===== src/rtl/trunc_eval_pkg.sv =====
// Types and defaults shared by the truncated-adder evaluation blocks and benches.
package trunc_eval_pkg;

  typedef enum logic [1:0] {
    ST_IDLE  = 2'd0,
    ST_RUN   = 2'd1,
    ST_DRAIN = 2'd2,
    ST_DONE  = 2'd3
  } mon_state_e;

  localparam int DEF_N     = 8;
  localparam int DEF_T     = 4;
  localparam int DEF_CNT_W = 16;

  // Wide enough to sum 2^cnt_w error distances of n+1 bits without wrapping.
  function automatic int acc_w_f(input int n, input int cnt_w);
    return n + 1 + cnt_w;
  endfunction

endpackage


===== src/rtl/trunc_err_calc.sv =====
// Combinational exact-sum, error-distance and truncated-LSB check for one sample.
module trunc_err_calc #(
  parameter int N = 8,
  parameter int T = 4
) (
  input  logic [N-1:0] a,
  input  logic [N-1:0] b,
  input  logic [N-1:0] approx,
  output logic [N:0]   exact,
  output logic [N:0]   ed,
  output logic         nz,
  output logic         lv
);

  logic [N:0] approx_x;

  always_comb begin
    exact    = {1'b0, a} + {1'b0, b};
    approx_x = {1'b0, approx};
    if (exact >= approx_x) begin
      ed = exact - approx_x;
    end else begin
      ed = approx_x - exact;
    end
    nz = |ed;
  end

  // A truncated adder must leave its low T result bits at zero.
  generate
    if (T == 0) begin : g_no_trunc
      assign lv = 1'b0;
    end else begin : g_trunc
      assign lv = |approx[T-1:0];
    end
  endgenerate

endmodule


===== src/rtl/trunc_err_monitor.sv =====
// Streaming error-metric monitor: two-stage pipeline feeding run statistics
// for a truncated adder under test, sequenced by a small run FSM.
//
// state    | meaning
// ---------+----------------------------------------------------------
// ST_IDLE  | no run since reset; waiting for start
// ST_RUN   | accepting samples until n_samples have transferred
// ST_DRAIN | input closed; waiting for stage 1 to empty into the stats
// ST_DONE  | stats final and frozen; start begins a new run
module trunc_err_monitor
  import trunc_eval_pkg::*;
#(
  parameter int N     = DEF_N,
  parameter int T     = DEF_T,
  parameter int CNT_W = DEF_CNT_W,
  parameter int ACC_W = acc_w_f(N, CNT_W)
) (
  input  logic             clk,
  input  logic             rst,
  input  logic             start,
  input  logic [CNT_W-1:0] n_samples,
  input  logic             in_valid,
  output logic             in_ready,
  input  logic [N-1:0]     in_a,
  input  logic [N-1:0]     in_b,
  input  logic [N-1:0]     in_approx,
  output logic             busy,
  output logic             done,
  output logic [ACC_W-1:0] sum_ed,
  output logic [N:0]       max_ed,
  output logic [CNT_W-1:0] err_cnt,
  output logic             lsb_viol,
  output logic             acc_sat
);

  localparam int ACC_W1 = ACC_W + 1;

  mon_state_e       state_q, state_d;
  logic [CNT_W-1:0] remain_q;
  logic             xfer;
  logic             last_xfer;
  logic             start_ok;

  logic [N:0]       calc_exact;
  logic [N:0]       calc_ed;
  logic             calc_nz;
  logic             calc_lv;

  logic             s1_valid_q;
  logic [N:0]       s1_ed_q;
  logic             s1_nz_q;
  logic             s1_lv_q;

  logic [ACC_W:0]   sum_ext;

  trunc_err_calc #(
    .N (N),
    .T (T)
  ) u_calc (
    .a      (in_a),
    .b      (in_b),
    .approx (in_approx),
    .exact  (calc_exact),
    .ed     (calc_ed),
    .nz     (calc_nz),
    .lv     (calc_lv)
  );

  always_comb begin
    state_d   = state_q;
    in_ready  = 1'b0;
    busy      = 1'b0;
    done      = 1'b0;
    start_ok  = 1'b0;
    xfer      = 1'b0;
    last_xfer = 1'b0;
    case (state_q)
      ST_IDLE, ST_DONE: begin
        done = (state_q == ST_DONE);
        if (start) begin
          start_ok = 1'b1;
          state_d  = (n_samples == '0) ? ST_DONE : ST_RUN;
        end
      end
      ST_RUN: begin
        in_ready  = 1'b1;
        busy      = 1'b1;
        xfer      = in_valid;
        last_xfer = in_valid && (remain_q == CNT_W'(1));
        if (last_xfer) begin
          state_d = ST_DRAIN;
        end
      end
      ST_DRAIN: begin
        busy = 1'b1;
        // Stage 2 commits in the same edge stage 1 empties, so only stage 1 is watched.
        if (!s1_valid_q) begin
          state_d = ST_DONE;
        end
      end
      default: state_d = ST_IDLE;
    endcase
  end

  always_ff @(posedge clk) begin
    if (rst) begin
      state_q  <= ST_IDLE;
      remain_q <= '0;
    end else begin
      state_q <= state_d;
      if (start_ok) begin
        remain_q <= n_samples;
      end else if (xfer) begin
        remain_q <= remain_q - CNT_W'(1);
      end
    end
  end

  always_ff @(posedge clk) begin
    if (rst) begin
      s1_valid_q <= 1'b0;
      s1_ed_q    <= '0;
      s1_nz_q    <= 1'b0;
      s1_lv_q    <= 1'b0;
    end else begin
      s1_valid_q <= xfer;
      if (xfer) begin
        s1_ed_q <= calc_ed;
        s1_nz_q <= calc_nz;
        s1_lv_q <= calc_lv;
      end
    end
  end

  assign sum_ext = {1'b0, sum_ed} + ACC_W1'(s1_ed_q);

  always_ff @(posedge clk) begin
    if (rst || start_ok) begin
      sum_ed   <= '0;
      max_ed   <= '0;
      err_cnt  <= '0;
      lsb_viol <= 1'b0;
      acc_sat  <= 1'b0;
    end else if (s1_valid_q) begin
      if (sum_ext[ACC_W]) begin
        sum_ed  <= '1;
        acc_sat <= 1'b1;
      end else begin
        sum_ed <= sum_ext[ACC_W-1:0];
      end
      if (s1_ed_q > max_ed) begin
        max_ed <= s1_ed_q;
      end
      err_cnt  <= err_cnt + CNT_W'(s1_nz_q);
      lsb_viol <= lsb_viol | s1_lv_q;
    end
  end

endmodule

===== config.mk =====
export PLATFORM = sky130hd
export DESIGN_NAME = trunc_err_monitor
export DESIGN_NICKNAME = d
export VERILOG_FILES = /design/src/rtl/trunc_eval_pkg.sv /design/src/rtl/trunc_err_calc.sv /design/src/rtl/trunc_err_monitor.sv
export SDC_FILE = /design/constraint.sdc
export NUM_CORES = 1
export LEC_CHECK = 0
export CORE_MARGIN = 8
export CORE_UTILIZATION = 40
export CTS_CLUSTER_SIZE = 40
export DETAILED_ROUTE_END_ITERATION = 10
export GPL_TIMING_DRIVEN = 0
export PLACE_DENSITY = 0.64
export SLEW_MARGIN = 20
export SYNTH_ARGS = -nofsm -noshare
export SYNTH_HDL_FRONTEND = slang
export SYNTH_HIERARCHICAL = 1
export SYNTH_SLANG_ARGS = --single-unit

===== constraint.sdc =====
create_clock -name clk -period 9.4 [get_ports clk]
set_input_delay 1.88 -clock clk [delete_from_list [all_inputs] [get_ports clk]]
set_output_delay 1.88 -clock clk [all_outputs]
set_load 0.05 [all_outputs]

**After elaboration in Yosys (flattened, before gate mapping)**

Index checks and enable logic that the tools add are counted.

- Word-level logic and storage cells: 54
- Input bits: 44
- Register bits: 82
- Output and inout bits: 55

- Mux-type cells: 15
- Equal/unequal tests: 7
- $add $sub $neg: 6
- Reductions and logical operators: 12
- Order comparisons: 2
- Bitwise operators: 1

Operator list:

| kind | count |
|---|---|
| 16-bit 2-to-1 mux | 2 |
| 25-bit by 9-bit adder with 26-bit output | 1 |
| 25-bit 2-to-1 mux | 1 |
| 16-bit by 1-bit adder with 16-bit output | 1 |
| 16-bit by 1-bit == test with 1-bit output, second input constant | 1 |
| 16-bit zero test | 1 |
| 16-bit by 1-bit subtractor with 16-bit output, second input constant | 1 |
| 8-bit by 8-bit adder with 9-bit output | 1 |
| 9-bit by 8-bit greater-or-equal comparator with 1-bit output | 1 |
| 9-bit > comparator | 1 |
| 9-bit 2-to-1 mux | 1 |
| 9-bit OR reduction | 1 |
| 8-bit by 9-bit subtractor with 9-bit output | 1 |
| 9-bit by 8-bit subtractor with 9-bit output | 1 |
| 2-bit 2-to-1 mux | 4 |
| 1-bit 2-to-1 mux | 6 |
| 2-bit inequality test, second input constant | 3 |
| 2-bit one-hot mux with 3 select lines | 1 |
| 2-bit == test, second input constant | 2 |
| 2-bit AND reduction | 2 |
| 2-bit OR reduction | 2 |
| 4-bit OR reduction | 1 |
| 3-bit AND reduction | 1 |
| 2-bit by 1-bit == test with 1-bit output, second input constant | 1 |
| other kinds (5) | 5 |

**Longest topological paths before layout**

- Depth in word-level cells: 4
- Depth in mapped cells: 18
- Gate-level depth less buffers: 18

**Modules after synthesis**

Netlist, hierarchy kept.

Modules (own cells, without submodules):

| module | cells each | area an instance (µm²) | instances |
|---|---|---|---|
| trunc_err_monitor | 483 | 4200.3 | 1 |
| trunc_err_calc | 137 | 1093.5 | 1 |

**Least setup slack after synthesis**

Ideal clock, no wire load.

- Kind: input-to-reg
- From: input port in_a[0]
- To: register s1_nz_q
- Arrival: 5.181 ns
- Library setup time: 0.132 ns
- Buffers on the path: 1
- Stages: 18
- Slack: 4.086 ns
- Path through: ha_1 > fa_1 > a21o_1 > o21ai_2 > nand2_1 > xor2_1 > ha_1 > nand2_1 > nor2_1 > o311ai_2 > nand4b_1 > buf_6 > mux2_4 > a211oi_2 > mux2_4 > nand4b_1 > nand2_1 > a21oi_1

- Cells in the longest elaborated chain, start to end: 4
- Elaborated cells on any way between the ends: 6
- Classes of those cells: add/sub (3); order compare (1); mux (1); reduce/logical (1)

Ends and longest elaborated chain:

| element | RTL line | text |
|---|---|---|
| start: declaration | trunc_err_monitor.sv:24 | `input logic [N-1:0] in_a,` |
| 8-bit by 8-bit adder with 9-bit output * | trunc_err_calc.sv:18 | `exact = {1'b0, a} + {1'b0, b};` |
| net calc_exact[6] | trunc_err_monitor.sv:44 | `logic [N:0] calc_exact;` |
| 8-bit by 9-bit subtractor with 9-bit output, or another cell as far along | trunc_err_calc.sv:23 | `ed = approx_x - exact;` |
| 9-bit 2-to-1 mux * | trunc_err_calc.sv:20 | `if (exact >= approx_x) begin` |
| net calc_ed[8] | trunc_err_monitor.sv:45 | `logic [N:0] calc_ed;` |
| 9-bit OR reduction * | trunc_err_calc.sv:25 | `nz = \|ed;` |
| net calc_nz | trunc_err_monitor.sv:46 | `logic calc_nz;` |
| end signal: assignment | trunc_err_monitor.sv:129 | `s1_nz_q <= calc_nz;` |
| end: declaration | trunc_err_monitor.sv:51 | `logic s1_nz_q;` |

Mark *: on every way through the listed nets, which the timed path passes. The rest lies on a longest branch.
A chain may end at the register's enable or synchronous reset.

**Worst setup path after layout**

Same ends and word-level chain as after synthesis.

==> flow_summary_export.csv <==
group,metric,value,unit
outcome,status,"completed",
setup_path,path_cells,"clkdlybuf4s50_1 -> ha_1 -> fa_1 -> a21o_1 -> o21ai_2 -> nand2_1 -> xor2_1 -> ha_1 -> nand2_1 -> nor2_1 -> o311ai_2 -> nand4b_1 -> buf_6 -> mux2_4 -> a211oi_2 -> mux2_4 -> nand4b_1 -> nand2_1 -> a21oi_1",
final_layout,instances_no_fill,909,
sta,fin_skew,0.007724,ns
sta,slew_headroom,0.5051,
yosys,synth_area_leader_cell,"dfxtp_1",
drt,firstDrtPassIters,4,
placed_design,post-place-ws,3.268,ns
sta,slew_violations,0,
floorplanning,die-area,17170,sq um
clock_tree,post_cts_buffers,0,
clock_tree,cts_hold_buffers,0,
pwr,p_leak,2.737,nW
sta,min_period,5.767,ns
global_routing,grt_usage,0.1595,
pwr,pwr_density_cell,198.8,nW/um^2
setup_path,cp_max_fo,9,
floorplanning,row_count,42,
sta,hold_violations,0,
sta,tightest_slew,0.7424,ns
global_routing,grt_overflow,0,
clock_tree,root_buffer,"clkbuf_16",
sta,tns,0,ns
clock_tree,clock_path_buffers,2,
drt,ant_nets,0,
yosys,netlist_top_cells_count,"82 x dfxtp_1, 75 x nand2_1, 54 x a21oi_1, 50 x ha_1, 43 x nor2_1",
setup_path,end_kind,"flop",
setup_path,critPathMostFrequentCell,"nand2_1",
global_routing,grt_antenna_before_repair,0,
sta,layout_setup_ws,3.633,ns
placed_design,dpl.hpwl,10660,microns
yosys,yosysMostFrequentCell,"dfxtp_1",
yosys,syn_nets,718,
setup_path,setup.worst_path.class,"input pin to flop",
final_layout,layout-drive-gt1-share,0.08458,
drt,wl_per_cell,14.64,microns
placed_design,place.gp.congestion,0.8428,
clock_tree,clk_pin_slew,0.06,ns
sta,setup_violations,0,
pwr,ir_drop,89.56,uV
yosys,postSynthCellCount,620,
setup_path,arrival,5.98,ns
yosys,synth-main-ff-cell,"dfxtp_1",
yosys,ys_types,69,
setup_path,cp.required,9.61,ns
setup_path,slowest_delay,0.41,ns
worst_hold_path,worstHoldPathType,"flop to flop",
clock_tree,cts-buffers-inserted,9,
placed_design,dpl.cell_count,894,
placed_design,port_buffers,98,
floorplanning,fp.coreArea,13090,sq um
clock_tree,cts_tree,"yes",
drt,viasPerCell,5.242,
floorplanning,io_pins,99,
yosys,avgSynthCellArea,8.538,sq um
setup_path,critPathLaunchType,"input pin",
final_layout,areaGrowthSynthToFinish,28.65,%
clock_tree,clkLatencyLatePin,0.34,ns
yosys,ys_seq_area_frac,0.3101,
clock_tree,cts.sinks,82,
global_routing,grt_pass1_wl,22110,microns
yosys,netlist_top_cells_area,"dfxtp_1 31%, ha_1 12%, nand2_1 5.3%, xor2_1 5.3%, a21oi_1 5.1%",
yosys,ys_warn_count,6,
floorplanning,initial_utilization,0.4046,
drt,via_count,4765,
drt,drcViolationCount,0,
yosys,synth_edf_count,0,
yosys,async_reset_ff_frac,0,
final_layout,antenna_cells,0,
yosys,synth_top_area_frac,0.3101,
drt,wl,13310,microns
floorplanning,die_y,131.0,microns
yosys,synth_seq_cells,82,
global_routing,grt_pass1_vias,4805,
sta,fmax,173.4,MHz
floorplanning,die_width,131.0,microns
sta,fin_crit_sh,0.6135,
global_routing,grt_max_degree,15,
yosys,synth_area,5294,sq um
clock_tree,ctsResizeCount,0,
drt,drt-initial-drc-count,233,
sta,rsz0062_at_grt,"no",
final_layout,nets,827,
flow_run,maxCapViolCount,0,
setup_path,slowest_stage,"fa_1",
clock_tree,htree_levels,3,
## flip-flops by register name (all words and copies together) (netlist names)
| name | flops |
|---|---|
| sum_ed | 25 |
| err_cnt | 16 |
| remain_q | 16 |
| max_ed | 9 |
| s1_ed_q | 9 |
| state_q | 2 |
| acc_sat | 1 |
| lsb_viol | 1 |
| s1_lv_q | 1 |
| s1_nz_q | 1 |
| s1_valid_q | 1 |
## per-stage QoR
| step | total power [mW] | hold WS, ns | util | instance area [sq um] |
|---|---|---|---|---|
| floorplan | 0.8438 | 0.4364 | - | 5294 |
| global placement | 0.9706 | 0.4462 | 0.4964 | 6495 |
| detailed placement | 0.9846 | 0.4477 | 0.4964 | 6495 |
| CTS | 1.366 | 0.4610 | 0.5205 | 6810 |
| global route | 1.444 | 0.4939 | 0.5205 | 6810 |
| finish | 1.354 | 0.4565 | 0.5205 | 6810 |
## worst max-delay path: cells and delay by family
family                   cells  cell delay (ns)
adder cells (fa/ha/maj)      3             1.03
AO/OA/AOI/OAI                5             0.88
AND/OR/NAND/NOR              6             0.80
multiplexers                 2             0.66
buffers and inverters        2             0.57
XOR/XNOR                     1             0.16
## worst paths after layout
| kind | from | cells after the start | to | slack, ns |
|---|---|---|---|---|
| setup / recovery | in_a[0] | 19 | s1_nz_q | 3.63 |
| hold / removal | acc_sat | 2 | acc_sat | 0.46 |
| setup reg to reg | s1_ed_q[0] | 8 | sum_ed[16] | 6.97 |
| hold reg to reg | acc_sat | 2 | acc_sat | 0.46 |
## cell families after synthesis
family	share of synthesized area
buf+inv	0.04845
mux	0.03143
simple gates	0.1936
fa+ha+maj	0.1333
xor+xnor	0.08272
compound gates	0.2004
flops	0.3101
## routing by layer
layer	up-vias	track usage	routed length (microns)
met5	-	0	0
met4	0	0.06752	271
met3	19	0.03774	699
met2	104	0.2666	6345
met1	2205	0.1918	5989
li1	2437	-	-
## report_power, final
part	total (mW)	internal, mW	switching, mW
Clock	0.376	0.232	0.144
Sequential	0.453	0.396	0.0570
Combinational	0.525	0.221	0.304
## layout by cell type (no fill, tap or decap), drive strengths merged, types with 18 or more instances in the layout
master and instances:
a21oi 56, clkbuf 22, clkdlybuf4s50 98, dfxtp 82, ha 50, inv 41, nand2 75, nor2 44
o21ai 19, xnor2 18, xor2 32
## layout make-up
class                      instances  area, sq um
buffer                            23        110.1
clock buffer                       9        225.2
clock inverter                     6        90.09
fill                            1257         6275
inverter                          39        146.4
multi-input combinational        476         3396
sequential                        82         1642
tap                              176        220.2
timing repair buffer              98        980.9
(Power assumes the default switching activity.)
